==> config.mk <==
export PLATFORM = sky130hd
export DESIGN_NAME = vga_timing_gen_flat
export DESIGN_NICKNAME = d
export VERILOG_FILES = /design/src/rtl/vga_timing_gen_pkg.sv /design/src/rtl/vga_timing_gen_if.sv /design/src/rtl/vga_timing_gen_scan_counter.sv /design/src/rtl/vga_timing_gen.sv /design/src/flat_wrapper.sv
export SDC_FILE = /design/constraint.sdc
export NUM_CORES = 1
export LEC_CHECK = 0
export CAP_MARGIN = 20
export CORE_MARGIN = 4
export CORE_UTILIZATION = 30
export CTS_CLUSTER_DIAMETER = 80
export DETAILED_ROUTE_END_ITERATION = 12
export GPL_ROUTABILITY_DRIVEN = 0
export PLACE_DENSITY = 0.49
export SLEW_MARGIN = 20
export SYNTH_ARGS = -nofsm -noshare
export SYNTH_HDL_FRONTEND = slang
export SYNTH_SLANG_ARGS = --single-unit
==> constraint.sdc <==
create_clock -name clk -period 4.2 [get_ports clk]
set_input_delay 0.84 -clock clk [delete_from_list [all_inputs] [get_ports clk]]
set_output_delay 0.84 -clock clk [all_outputs]
set_load 0.05 [all_outputs]
==> src/rtl/vga_timing_gen_pkg.sv <==
// Shared raster constants (640x480@60 defaults) and timing helper functions.
// Used by the counter, interface and top of the vga_timing_gen slice.
package vga_timing_pkg;

  localparam int DEF_H_ACTIVE  = 640;
  localparam int DEF_H_FP      = 16;
  localparam int DEF_H_SYNC    = 96;
  localparam int DEF_H_BP      = 48;
  localparam int DEF_V_ACTIVE  = 480;
  localparam int DEF_V_FP      = 10;
  localparam int DEF_V_SYNC    = 2;
  localparam int DEF_V_BP      = 33;
  localparam int DEF_LOOKAHEAD = 4;
  localparam int DEF_XW        = 10;
  localparam int DEF_YW        = 10;
  localparam int DEF_FCW       = 8;

  function automatic int calc_total(input int active, input int fp, input int sync,
                                    input int bp);
    return active + fp + sync + bp;
  endfunction

  function automatic bit is_active(input int h, input int v, input int h_active,
                                   input int v_active);
    return (h < h_active) && (v < v_active);
  endfunction

  function automatic bit in_hsync(input int h, input int h_active, input int h_fp,
                                  input int h_sync);
    return (h >= h_active + h_fp) && (h < h_active + h_fp + h_sync);
  endfunction

  // Evaluated per line, so vsync edges always land on h=0.
  function automatic bit in_vsync(input int v, input int v_active, input int v_fp,
                                  input int v_sync);
    return (v >= v_active + v_fp) && (v < v_active + v_fp + v_sync);
  endfunction

endpackage

==> src/rtl/vga_timing_gen_if.sv <==
// Raster output bundle: syncs, blank, position, pulses, prefetch request, frame count.
// master drives (timing generator), slave consumes (display / prefetch logic).
interface vga_timing_gen_if #(
  parameter int XW  = 10,
  parameter int YW  = 10,
  parameter int FCW = 8
) ();

  logic           hsync;
  logic           vsync;
  logic           comp_sync;
  logic           blank;
  logic [XW-1:0]  pixel_x;
  logic [YW-1:0]  pixel_y;
  logic           line_start;
  logic           frame_start;
  logic           fetch_req;
  logic [FCW-1:0] frame_cnt;

  modport master (
    output hsync, vsync, comp_sync, blank, pixel_x, pixel_y,
           line_start, frame_start, fetch_req, frame_cnt
  );

  modport slave (
    input hsync, vsync, comp_sync, blank, pixel_x, pixel_y,
          line_start, frame_start, fetch_req, frame_cnt
  );

endinterface

==> src/rtl/vga_timing_gen_scan_counter.sv <==
// h/v raster counter pair with line/frame wrap, advance enable and park-to-start.
// Exposes the next-state position so callers can register outputs in the same edge.
module vga_scan_counter #(
  parameter int XW      = 10,
  parameter int YW      = 10,
  parameter int H_TOTAL = 800,
  parameter int V_TOTAL = 525,
  parameter int H_START = 0,
  parameter int V_START = 0
) (
  input  logic          clk,
  input  logic          rst_n,
  input  logic          adv,
  input  logic          park,
  output logic [XW-1:0] h_nxt,
  output logic [YW-1:0] v_nxt
);

  localparam logic [XW-1:0] H_LAST = XW'(H_TOTAL - 1);
  localparam logic [YW-1:0] V_LAST = YW'(V_TOTAL - 1);
  localparam logic [XW-1:0] H_INIT = XW'(H_START);
  localparam logic [YW-1:0] V_INIT = YW'(V_START);

  logic [XW-1:0] h_q;
  logic [YW-1:0] v_q;

  always_comb begin
    h_nxt = h_q;
    v_nxt = v_q;
    if (park) begin
      h_nxt = H_INIT;
      v_nxt = V_INIT;
    end else if (adv) begin
      if (h_q == H_LAST) begin
        h_nxt = '0;
        v_nxt = (v_q == V_LAST) ? '0 : v_q + YW'(1);
      end else begin
        h_nxt = h_q + XW'(1);
      end
    end
  end

  always_ff @(posedge clk or negedge rst_n) begin
    if (!rst_n) begin
      h_q <= H_INIT;
      v_q <= V_INIT;
    end else begin
      h_q <= h_nxt;
      v_q <= v_nxt;
    end
  end

endmodule

==> src/rtl/vga_timing_gen.sv <==
// Parametrised raster timing generator with pixel-clock enable, run/park control and prefetch lead.
// Outputs registered on the same ce edge as the counters; ce=0 holds state, pulses drop after one clk.
module vga_timing_gen
  import vga_timing_pkg::*;
#(
  parameter int H_ACTIVE  = DEF_H_ACTIVE,
  parameter int H_FP      = DEF_H_FP,
  parameter int H_SYNC    = DEF_H_SYNC,
  parameter int H_BP      = DEF_H_BP,
  parameter int V_ACTIVE  = DEF_V_ACTIVE,
  parameter int V_FP      = DEF_V_FP,
  parameter int V_SYNC    = DEF_V_SYNC,
  parameter int V_BP      = DEF_V_BP,
  parameter bit HS_POL    = 1'b0,
  parameter bit VS_POL    = 1'b0,
  parameter int LOOKAHEAD = DEF_LOOKAHEAD,
  parameter int XW        = DEF_XW,
  parameter int YW        = DEF_YW,
  parameter int FCW       = DEF_FCW
) (
  input  logic              clk,
  input  logic              rst_n,
  input  logic              ce,
  input  logic              en,
  vga_timing_gen_if.master  vga
);

  localparam int H_TOTAL = calc_total(H_ACTIVE, H_FP, H_SYNC, H_BP);
  localparam int V_TOTAL = calc_total(V_ACTIVE, V_FP, V_SYNC, V_BP);

  if (H_ACTIVE == 0 || H_FP == 0 || H_SYNC == 0 || H_BP == 0 ||
      V_ACTIVE == 0 || V_FP == 0 || V_SYNC == 0 || V_BP == 0 ||
      XW == 0 || YW == 0 || FCW == 0) begin : g_bad_zero
    $error("vga_timing_gen: timing field or width is zero");
  end
  if (LOOKAHEAD < 1 || LOOKAHEAD >= H_TOTAL) begin : g_bad_lookahead
    $error("vga_timing_gen: LOOKAHEAD must be 1..H_TOTAL-1");
  end
  if (((H_TOTAL - 1) >> XW) != 0 || ((V_TOTAL - 1) >> YW) != 0) begin : g_bad_width
    $error("vga_timing_gen: XW/YW too narrow for the raster totals");
  end

  // running=0 after reset or park: the first enabled ce shows (0,0) instead of stepping past it.
  logic running;
  logic adv;
  logic park;

  assign adv  = ce & en & running;
  assign park = ce & ~en;

  always_ff @(posedge clk or negedge rst_n) begin
    if (!rst_n) begin
      running <= 1'b0;
    end else if (ce) begin
      running <= en;
    end
  end

  logic [XW-1:0] m_h_nxt;
  logic [YW-1:0] m_v_nxt;
  logic [XW-1:0] l_h_nxt;
  logic [YW-1:0] l_v_nxt;

  vga_scan_counter #(
    .XW(XW), .YW(YW), .H_TOTAL(H_TOTAL), .V_TOTAL(V_TOTAL),
    .H_START(0), .V_START(0)
  ) u_main (
    .clk(clk), .rst_n(rst_n), .adv(adv), .park(park),
    .h_nxt(m_h_nxt), .v_nxt(m_v_nxt)
  );

  // Lead pair runs LOOKAHEAD ticks ahead and wraps across lines and frames.
  vga_scan_counter #(
    .XW(XW), .YW(YW), .H_TOTAL(H_TOTAL), .V_TOTAL(V_TOTAL),
    .H_START(LOOKAHEAD), .V_START(0)
  ) u_lead (
    .clk(clk), .rst_n(rst_n), .adv(adv), .park(park),
    .h_nxt(l_h_nxt), .v_nxt(l_v_nxt)
  );

  logic active_nxt;
  logic hs_act_nxt;
  logic vs_act_nxt;
  logic fetch_nxt;
  logic h_zero_nxt;
  logic v_zero_nxt;

  always_comb begin
    active_nxt = is_active(int'(m_h_nxt), int'(m_v_nxt), H_ACTIVE, V_ACTIVE);
    hs_act_nxt = in_hsync(int'(m_h_nxt), H_ACTIVE, H_FP, H_SYNC);
    vs_act_nxt = in_vsync(int'(m_v_nxt), V_ACTIVE, V_FP, V_SYNC);
    fetch_nxt  = is_active(int'(l_h_nxt), int'(l_v_nxt), H_ACTIVE, V_ACTIVE);
    h_zero_nxt = (m_h_nxt == '0);
    v_zero_nxt = (m_v_nxt == '0);
  end

  always_ff @(posedge clk or negedge rst_n) begin
    if (!rst_n) begin
      vga.pixel_x     <= '0;
      vga.pixel_y     <= '0;
      vga.blank       <= 1'b1;
      vga.hsync       <= ~HS_POL;
      vga.vsync       <= ~VS_POL;
      vga.comp_sync   <= 1'b1;
      vga.line_start  <= 1'b0;
      vga.frame_start <= 1'b0;
      vga.fetch_req   <= 1'b0;
      vga.frame_cnt   <= '0;
    end else if (ce) begin
      if (!en) begin
        vga.pixel_x     <= '0;
        vga.pixel_y     <= '0;
        vga.blank       <= 1'b1;
        vga.hsync       <= ~HS_POL;
        vga.vsync       <= ~VS_POL;
        vga.comp_sync   <= 1'b1;
        vga.line_start  <= 1'b0;
        vga.frame_start <= 1'b0;
        vga.fetch_req   <= 1'b0;
      end else begin
        vga.pixel_x     <= m_h_nxt;
        vga.pixel_y     <= m_v_nxt;
        vga.blank       <= ~active_nxt;
        vga.hsync       <= hs_act_nxt ? HS_POL : ~HS_POL;
        vga.vsync       <= vs_act_nxt ? VS_POL : ~VS_POL;
        vga.comp_sync   <= ~(hs_act_nxt | vs_act_nxt);
        vga.line_start  <= h_zero_nxt;
        vga.frame_start <= h_zero_nxt & v_zero_nxt;
        vga.fetch_req   <= fetch_nxt;
        if (adv && h_zero_nxt && v_zero_nxt) begin
          vga.frame_cnt <= vga.frame_cnt + FCW'(1);
        end
      end
    end else begin
      vga.line_start  <= 1'b0;
      vga.frame_start <= 1'b0;
    end
  end

endmodule

==> src/flat_wrapper.sv <==
// flat-port wrapper written by rule: the top's interface ports become plain ports
module vga_timing_gen_flat import vga_timing_pkg::*;
#(
  parameter int H_ACTIVE  = DEF_H_ACTIVE,
  parameter int H_FP      = DEF_H_FP,
  parameter int H_SYNC    = DEF_H_SYNC,
  parameter int H_BP      = DEF_H_BP,
  parameter int V_ACTIVE  = DEF_V_ACTIVE,
  parameter int V_FP      = DEF_V_FP,
  parameter int V_SYNC    = DEF_V_SYNC,
  parameter int V_BP      = DEF_V_BP,
  parameter bit HS_POL    = 1'b0,
  parameter bit VS_POL    = 1'b0,
  parameter int LOOKAHEAD = DEF_LOOKAHEAD,
  parameter int XW        = DEF_XW,
  parameter int YW        = DEF_YW,
  parameter int FCW       = DEF_FCW
)
  (clk, rst_n, ce, en, vga_hsync, vga_vsync, vga_comp_sync, vga_blank, vga_pixel_x, vga_pixel_y, vga_line_start, vga_frame_start, vga_fetch_req, vga_frame_cnt);
  vga_timing_gen_if #(.XW(XW), .YW(YW), .FCW(FCW)) vga_i ();
  input  logic clk;
  input  logic rst_n;
  input  logic ce;
  input  logic en;
  output wire logic [$bits(vga_i.hsync)-1:0] vga_hsync;
  output wire logic [$bits(vga_i.vsync)-1:0] vga_vsync;
  output wire logic [$bits(vga_i.comp_sync)-1:0] vga_comp_sync;
  output wire logic [$bits(vga_i.blank)-1:0] vga_blank;
  output wire logic [$bits(vga_i.pixel_x)-1:0] vga_pixel_x;
  output wire logic [$bits(vga_i.pixel_y)-1:0] vga_pixel_y;
  output wire logic [$bits(vga_i.line_start)-1:0] vga_line_start;
  output wire logic [$bits(vga_i.frame_start)-1:0] vga_frame_start;
  output wire logic [$bits(vga_i.fetch_req)-1:0] vga_fetch_req;
  output wire logic [$bits(vga_i.frame_cnt)-1:0] vga_frame_cnt;
  assign vga_hsync = vga_i.hsync;
  assign vga_vsync = vga_i.vsync;
  assign vga_comp_sync = vga_i.comp_sync;
  assign vga_blank = vga_i.blank;
  assign vga_pixel_x = vga_i.pixel_x;
  assign vga_pixel_y = vga_i.pixel_y;
  assign vga_line_start = vga_i.line_start;
  assign vga_frame_start = vga_i.frame_start;
  assign vga_fetch_req = vga_i.fetch_req;
  assign vga_frame_cnt = vga_i.frame_cnt;
  vga_timing_gen #(.H_ACTIVE(H_ACTIVE), .H_FP(H_FP), .H_SYNC(H_SYNC), .H_BP(H_BP), .V_ACTIVE(V_ACTIVE), .V_FP(V_FP), .V_SYNC(V_SYNC), .V_BP(V_BP), .HS_POL(HS_POL), .VS_POL(VS_POL), .LOOKAHEAD(LOOKAHEAD), .XW(XW), .YW(YW), .FCW(FCW)) u_core (.clk(clk), .rst_n(rst_n), .ce(ce), .en(en), .vga(vga_i));
endmodule
==> results of run 1 <==
-- path summary, 6_finish.rpt --
check                                      from                       to  slack [ns]  cells past startpoint
setup / recovery                             ce  u_core.vga.frame_cnt[1]        0.39                      9
hold / removal                 u_core.vga.hsync         u_core.vga.hsync        0.46                      2
setup reg to reg           u_core.u_main.v_q[0]  u_core.vga.frame_cnt[1]        0.91                      9
hold reg to reg                u_core.vga.hsync         u_core.vga.hsync        0.46                      2
max in group asynchronous                 rst_n  u_core.vga.frame_cnt[6]        3.19                      1
min in group asynchronous                 rst_n    u_core.vga.pixel_x[2]        0.53                      1
-- routing by layer --
layer / GRT usage (%) / share of wire (%) / vias to the layer above / wire (um)
met5: 0 / 0 / - / 0
met4: 4.19 / 1.6 / 0 / 165
met3: 3.30 / 3.6 / 14 / 374
met2: 20.6 / 46 / 71 / 4730
met1: 19.2 / 49 / 1659 / 5030
li1: - / - / 1645 / -
-- worst max-delay path: cells and delay by family --
family,cells,cell delay [ns]
buf+inv,2,0.89
mux,1,0.34
compound gates,3,0.84
simple gates,3,1.10
-- per-stage QoR --
| step | utilization [%] | area, sq um |
|---|---|---|
| final | 38.0 | 5050 |
| after global placement | 35.3 | 4700 |
| after global routing | 38.0 | 5050 |
| after floorplan | - | 4080 |
| after detailed placement | 35.3 | 4700 |
| after CTS | 38.0 | 5050 |
-- report_power, final --
part | leakage (uW) | internal, uW | switching (uW)
clock | 0.000169 | 597 | 314
combinational | 0.000918 | 54.2 | 114
sequential | 0.00103 | 752 | 16.9
-- area by class of cell --
type / count / area share [%]
Clock buffer: 10 / 4.73
Clock inverter: 6 / 2.20
Inverter: 33 / 2.45
Multi-Input combinational cell: 307 / 38.8
Sequential cell: 76 / 37.8
Tap cell: 176 / 4.36
Timing Repair Buffer: 52 / 9.64
-- registers in the layout, summed over array words and instances (netlist names) --
name	flops
u_core.running	1
u_core.u_lead.h_q	10
u_core.u_lead.v_q	10
u_core.u_main.h_q	10
u_core.u_main.v_q	10
u_core.vga.blank	1
u_core.vga.comp_sync	1
u_core.vga.fetch_req	1
u_core.vga.frame_cnt	8
u_core.vga.frame_start	1
u_core.vga.hsync	1
u_core.vga.line_start	1
u_core.vga.pixel_x	10
u_core.vga.pixel_y	10
u_core.vga.vsync	1
-- kinds of logic (layout without fill, tap and decap cells) --
logic type	count (synthesis)	in the layout	share of synthesized area, %
buf+inv	52	101	5.04
mux	10	10	2.76
fa+ha+maj	7	7	2.15
compound gates	84	84	13.2
xor+xnor	27	27	5.80
flops	76	76	46.8
simple gates	179	179	24.2
-- Yosys cell counts, types with 7 or more instances --
cell       n
a21oi_1   14
o22ai_1   16
clkbuf_1  15
nand3_1   20
dfrtp_1   71
nand2_1   36
o21ai_1    7
nor4_1    10
o21ai_0   19
xnor2_1   11
inv_1     33
xor2_1    16
nor2_1    45
nor3_1    11
ha_1       7
==> results.sh, run 1 <==
export IMPL_synthTopCellsByArea="dfrtp_1, nor2_1, xor2_1"
export IMPL_maxCapViolations=0
export IMPL_syn_area_sq_um=4080
export IMPL_postCtsSetupBuffers=0
export IMPL_layout_setup_ws_ns=0.393
export IMPL_start_kind="primary input"
export IMPL_num_vias=3389
export IMPL_dp_cells=644
export IMPL_via_per_inst=5.13
export IMPL_multi_input_area_sq_um=1960
export IMPL_syn_to_final_growth_pct=23.9
export IMPL_syn_avg_cell_area_sq_um=9.37
export IMPL_drtIter0Drc=222
export IMPL_wl_per_cell_um=15.6
export IMPL_grt_pass1_vias=3413
export IMPL_fin_cells=660
export IMPL_final_common_cell="dfrtp_1"
export IMPL_endpoint_kind="flop"
export IMPL_synth_fp_nets=446
export IMPL_grt_max_degree=77
export IMPL_ios=39
export IMPL_htree_levels=3
export IMPL_yosys_area_top_type="dfrtp_1"
export IMPL_cts_hold_buf=0
export IMPL_status="complete, no violations"
export IMPL_cts_made_buffers=9
export IMPL_dominantRegCellSynth="dfrtp_1"
export IMPL_seqCellArea_sq_um=1910
export IMPL_hold_slack_ns=0.463
export IMPL_ys_ff_latch=76
export IMPL_grt_antenna_before_repair=0
export IMPL_power_uw=1850
export IMPL_synth_cell_types=64
export IMPL_fp_dieH_um=125
export IMPL_grt_pass1_wl_mm=17.3
export IMPL_clockBufferDepth=2
export IMPL_drive_above_1_share_pct=11.0
export IMPL_cp_max_fo=18
export IMPL_tns_ns=0
export IMPL_yosysTopAreaCellShare_pct=43.6
export IMPL_initial_utilization_pct=30.7
export IMPL_dp_slack_ns=0.109
export IMPL_cts_root_buffer="clkbuf_16"
export IMPL_most_common_layout_cells="dfrtp_1, nor2_1, clkdlybuf4s50_1"
export IMPL_min_period_ns=3.81
export IMPL_die_area_sq_um=15500
export IMPL_grt_overflow=0
export IMPL_hold_path_class="reg -> reg"
export IMPL_path_clk_slew_ns=0.06
export IMPL_crit_chain="clkdlybuf4s50_1 -> and3_1 -> buf_4 -> and4_1 -> o21ai_0 -> o311a_1 -> a2111o_1 -> nor3_2 -> mux2_1"
export IMPL_grt_usage_pct=13.6
export IMPL_clkSinkCount=76
export IMPL_leakage_uw=0.00212
export IMPL_place_hpwl_mm=7.25
export IMPL_tightest_slew_ns=0.700
export IMPL_die_w_um=125
export IMPL_cts_resized=0
export IMPL_async_flop_share_pct=100
export IMPL_ir_drop_uv=233
export IMPL_cp_data_arrival_time_ns=4.02
export IMPL_skew_ns=0.00654
export IMPL_postRouteAntennaNets=0
export IMPL_final_max_slew_viol_count=0
export IMPL_io_buffers=38
export IMPL_drcViolationCount=0
export IMPL_rsz0062_at_grt="false"
export IMPL_rows=42
export IMPL_max_slew_margin_pct=53.3
export IMPL_n_fill_cell=1322
export IMPL_synth_edff_count=0
export IMPL_diodes=0
export IMPL_core_area_sq_um=13300
export IMPL_p_per_area_nw_per_um2=366
export IMPL_hold_viol=0
export IMPL_cts_tree="done"
export IMPL_firstDrtPassIters=5
export IMPL_syn_inst=435
export IMPL_period_share_pct=90.6
export IMPL_insertion_delay_ns=0.34
export IMPL_crit_type="in -> reg"
export IMPL_setup_viol=0
export IMPL_yosys_warnings=0
export IMPL_crit_path_top_delay_cell="clkdlybuf4s50_1"
export IMPL_yosysSeqAreaShare_pct=46.8
export IMPL_routed_wl_mm=10.3
export IMPL_nets=490
export IMPL_slowest_delay_ns=0.63
export IMPL_fmax_mhz=263
export IMPL_cp_required_ns=4.42
Power figures use the tool's default switching activity.
==> inputs of run 2 (changes only) <==
CORE_MARGIN = 1   (was 4)
CTS_CLUSTER_DIAMETER = unset   (was 80)
GPL_ROUTABILITY_DRIVEN = unset   (was 0)
==> run 2 against run 1 <==
Effect of this change:
- sequential power about the same
- routed wire length down 2.7%
- first-iteration DRC count down 0.45%
- highest routed layer unchanged
- maximum frequency up 3.8%
- clock power down 24%
- combinational power about the same
- clock skew about the same
- die area down 9.4%
- cell area down 1.8%
- core utilization down 0.53 points
==> results.sh, run 2 (synthesis results as in run 1) <==
export IMPL_diodes=0
export IMPL_endpoint_kind="flop"
export IMPL_grt_antenna_before_repair=0
export IMPL_drive_above_1_share_pct=10.1
export IMPL_cp_max_fo=11
export IMPL_rows=42
export IMPL_fmax_mhz=273
export IMPL_final_max_slew_viol_count=0
export IMPL_die_area_sq_um=14100
export IMPL_crit_type="in -> reg"
export IMPL_max_slew_margin_pct=35.5
export IMPL_hold_path_class="reg -> reg"
export IMPL_ir_drop_uv=188
export IMPL_cts_made_buffers=9
export IMPL_slowest_delay_ns=0.60
export IMPL_grt_max_degree=77
export IMPL_crit_path_top_delay_cell="clkdlybuf4s50_1"
export IMPL_initial_utilization_pct=30.8
export IMPL_drcViolationCount=0
export IMPL_path_delay_family="simple AND/OR/NAND/NOR gates"
export IMPL_clockBufferDepth=2
export IMPL_ios=39
export IMPL_layout_setup_ws_ns=0.534
export IMPL_power_uw=1630
export IMPL_die_w_um=119
export IMPL_start_kind="primary input"
export IMPL_drtIter0Drc=221
export IMPL_crit_top_cell="buf_4"
export IMPL_cp_data_arrival_time_ns=3.88
export IMPL_core_area_sq_um=13200
export IMPL_htree_levels=3
export IMPL_dp_slack_ns=0.192
export IMPL_fp_dieH_um=119
export IMPL_syn_to_final_growth_pct=21.7
export IMPL_hold_viol=0
export IMPL_grt_pass1_wl_mm=17.0
export IMPL_postCtsSetupBuffers=0
export IMPL_rsz0062_at_grt="false"
export IMPL_tns_ns=0
export IMPL_period_share_pct=87.3
export IMPL_skew_ns=0.00663
export IMPL_tightest_slew_ns=0.968
export IMPL_maxCapViolations=0
export IMPL_cts_hold_buf=0
export IMPL_postRouteAntennaNets=0
export IMPL_leakage_uw=0.00208
export IMPL_cts_root_buffer="clkbuf_16"
export IMPL_cts_resized=0
export IMPL_clkSinkCount=76
export IMPL_firstDrtPassIters=4
export IMPL_gp_congestion=0.858
export IMPL_cts_tree="done"
export IMPL_routed_wl_mm=10.0
export IMPL_crit_buf_inv=3
export IMPL_grt_pass1_vias=3267
export IMPL_place_hpwl_mm=7.05
export IMPL_path_clk_slew_ns=0.05
export IMPL_grt_overflow=0
export IMPL_num_vias=3366
export IMPL_p_per_area_nw_per_um2=329
export IMPL_setup_viol=0
export IMPL_via_per_inst=5.10
export IMPL_most_common_layout_cells="dfrtp_1, nor2_1, clkdlybuf4s50_1"
export IMPL_io_buffers=38
export IMPL_nets=490
export IMPL_wl_per_cell_um=15.2
export IMPL_crit_chain="clkdlybuf4s50_1 -> and3_1 -> nand4_2 -> buf_4 -> or4_1 -> xnor2_1 -> a41oi_1 -> buf_4 -> nor3_2 -> mux2_1"
export IMPL_cp_required_ns=4.41
export IMPL_insertion_delay_ns=0.34
export IMPL_status="complete, no violations"
export IMPL_final_common_cell="dfrtp_1"
export IMPL_min_period_ns=3.67
export IMPL_grt_usage_pct=15.4
run 2: worst reg2reg max path, delay by kind of cell (launching register included):
kind / cells / cell delay, ns
AO/OA/AOI/OAI: 1 / 0.21
XOR/XNOR: 1 / 0.33
adder cells (fa/ha/maj): 1 / 0.24
buffers and inverters: 2 / 0.44
flip-flops: 1 / 0.43
multiplexers: 1 / 0.34
AND/OR/NAND/NOR: 4 / 1.14
run 2: area by class of cell:
cell class	instances	area, sq um
clock buffers	14	254
inverters	33	124
repair buffers	52	483
clock inverters	2	10.0
flip-flops and latches	76	1910
well taps	176	220
multi-input cells	307	1960
fillers	1360	8280
run 2: power by group:
part / total [uW] / internal, uW / leakage [uW] / switching [uW]
Clock: 694 / 415 / 0.000131 / 279
Combinational: 169 / 54.4 / 0.000916 / 115
Sequential: 770 / 753 / 0.00103 / 17.1
run 2: final timing paths:
path                                           start                       to  slack [ns]  cells after the start
worst max-delay path                              en  u_core.vga.frame_cnt[1]        0.53                     10
worst min-delay path                u_core.vga.hsync         u_core.vga.hsync        0.46                      2
worst max register to register  u_core.u_main.h_q[0]  u_core.vga.frame_cnt[1]        0.95                     10
worst min register to register      u_core.vga.hsync         u_core.vga.hsync        0.46                      2
max in group asynchronous                      rst_n     u_core.u_lead.h_q[5]        2.92                      1
min in group asynchronous                      rst_n    u_core.vga.pixel_x[9]        0.66                      1
run 2: layer usage:
layer	wire (um)	up-vias	GRT usage (%)
met4	198	0	6.88
li1	-	1651	-
met1	4960	1624	21.7
met2	4470	76	22.6
met5	0	-	0
met3	391	15	3.19
run 2: through the flow:
step	utilization [%]	hold WS, ns	cells	area (sq um)
after CTS	37.5	0.459	660	4960
final	37.5	0.456	660	4960
after detailed placement	35.5	0.449	644	4700
after floorplan	-	0.460	435	4080
after global placement	35.5	0.451	644	4700
after global routing	37.5	0.466	660	4960
==> inputs of run 3 (changes only) <==
GPL_TIMING_DRIVEN = 0   (was unset)
==> run 3 against run 2 <==
Effect of this change:
- core utilization increased by 0.32 points
- largest power group is now clock
- first-iteration DRC count decreased by 28%
- cell area increased by 0.86%
- highest routed layer unchanged
- critical endpoint unchanged
- sequential share of layout area decreased by 0.33 points
- sequential cell count unchanged
==> results.sh, run 3 (synthesis results as in run 1) <==
export IMPL_wl_per_cell_um=15.8
export IMPL_ir_drop_uv=244
export IMPL_insertion_delay_ns=0.34
export IMPL_grt_usage_pct=16.4
export IMPL_firstDrtPassIters=4
export IMPL_status="complete, no violations"
export IMPL_period_share_pct=94.7
export IMPL_cts_hold_buf=0
export IMPL_endpoint_kind="flop"
export IMPL_setup_viol=0
export IMPL_io_buffers=38
export IMPL_cts_root_buffer="clkbuf_16"
export IMPL_routed_wl_mm=10.5
export IMPL_start_kind="primary input"
export IMPL_max_slew_margin_pct=57.0
export IMPL_clockBufferDepth=2
export IMPL_fin_cells=666
export IMPL_p_sw_share_pct=24.8
export IMPL_p_per_area_nw_per_um2=342
export IMPL_die_w_um=119
export IMPL_rows=42
export IMPL_rsz0062_at_grt="false"
export IMPL_clockPowerShare_pct=45.1
export IMPL_grt_pass1_wl_mm=17.7
export IMPL_grt_max_degree=42
export IMPL_htree_levels=3
export IMPL_skew_ns=0.00714
export IMPL_p_int_uw=1290
export IMPL_r2r_start="u_core.u_main.h_q[0]"
export IMPL_pwr_share_comb_pct=10.0
export IMPL_tightest_slew_ns=0.644
export IMPL_cp_data_arrival_time_ns=4.20
export IMPL_leakage_uw=0.00208
export IMPL_hold_viol=0
export IMPL_ios=39
export IMPL_hold_path_class="in -> async"
export IMPL_tns_ns=0
export IMPL_cp_max_fo=9
export IMPL_die_area_sq_um=14100
export IMPL_place_area_sq_um=4690
export IMPL_pwr_share_seq_pct=44.9
export IMPL_final_common_cell="dfrtp_1"
export IMPL_syn_to_final_growth_pct=22.8
export IMPL_dp_slack_ns=-0.133
export IMPL_netSwitchingPower_uw=424
export IMPL_grt_pass1_vias=3391
export IMPL_crit_start="en"
export IMPL_num_vias=3386
export IMPL_maxCapViolations=0
export IMPL_stdcell_area_sq_um=5000
export IMPL_dp_cells=650
export IMPL_r2r_setup_slack_ns=0.94
export IMPL_fp_dieH_um=119
export IMPL_crit_type="in -> reg"
export IMPL_drtIter0Drc=159
export IMPL_hold_slack_ns=0.464
export IMPL_cp_required_ns=4.42
export IMPL_place_hpwl_mm=7.50
export IMPL_nets=496
export IMPL_cts_made_buffers=9
export IMPL_path_clk_slew_ns=0.06
export IMPL_diodes=0
export IMPL_cts_tree="done"
export IMPL_drcViolationCount=0
export IMPL_initial_utilization_pct=30.8
export IMPL_postCtsSetupBuffers=0
export IMPL_most_common_layout_cells="dfrtp_1, nor2_1, clkdlybuf4s50_1"
export IMPL_gp_congestion=0.848
export IMPL_postRouteAntennaNets=0
export IMPL_clkSinkCount=76
export IMPL_drive_above_1_share_pct=8.78
export IMPL_fmax_mhz=251
export IMPL_grt_antenna_before_repair=0
export IMPL_core_area_sq_um=13200
export IMPL_min_period_ns=3.98
export IMPL_grt_overflow=0
export IMPL_final_max_slew_viol_count=0
export IMPL_layout_setup_ws_ns=0.224
export IMPL_via_per_inst=5.08
-- run 3: final cells by class --
class                   instances  area, sq um
fillers                      1364         8240
multi-input cells             307         1970
flip-flops and latches         76         1910
repair buffers                 39          398
clock buffers                  16          302
well taps                     176          220
inverters                      33          124
plain buffers                  19         82.6
-- run 3: metal layers --
metal / share of wire (%) / vias up / track usage (%)
li1: - / 1641 / -
met2: 46 / 67 / 25.4
met1: 48 / 1668 / 22.3
met4: 1.0 / 0 / 4.51
met5: 0 / - / 0
met3: 4.9 / 10 / 4.63
-- run 3: worst paths after layout --
path                                      endpoint  depth (start not counted)
min                          u_core.vga.pixel_x[6]                          1
min in group clk                  u_core.vga.hsync                          2
max reg2reg                u_core.vga.frame_cnt[1]                          8
max                        u_core.vga.frame_cnt[1]                          8
max in group asynchronous     u_core.u_lead.h_q[2]                          2
min reg2reg                       u_core.vga.hsync                          2
-- run 3: critical path: stages --
cell and delay (ns):
clkdlybuf4s50_1 0.62, nand3_2 0.30, nor3_2 0.38, or4bb_1 0.54
a221o_1 0.43, a2111o_1 0.46, nor3_2 0.28, mux2_1 0.35
-- run 3: metrics by stage --
step / utilization, % / power, uW
floorplan: - / 883
global placement: 35.3 / 950
detailed placement: 35.4 / 954
CTS: 37.7 / 1740
global route: 37.8 / 1790
finish: 37.8 / 1710
-- run 3: power by group through the flow --
stage          sequential, uW  clock, uW  combinational, uW
6_report                  769        772                171
5_1_grt                   772        829                188
4_1_cts                   769        799                173
3_5_place_dp              782          0                173
3_3_place_gp              781          0                168
2_1_floorplan             818          0               65.0
-- run 3: what timing repair did --
item	4_1_cts	5_1_grt
setup endpoints to repair	0	5
resized for setup	0	2
hold endpoints to repair	0	0
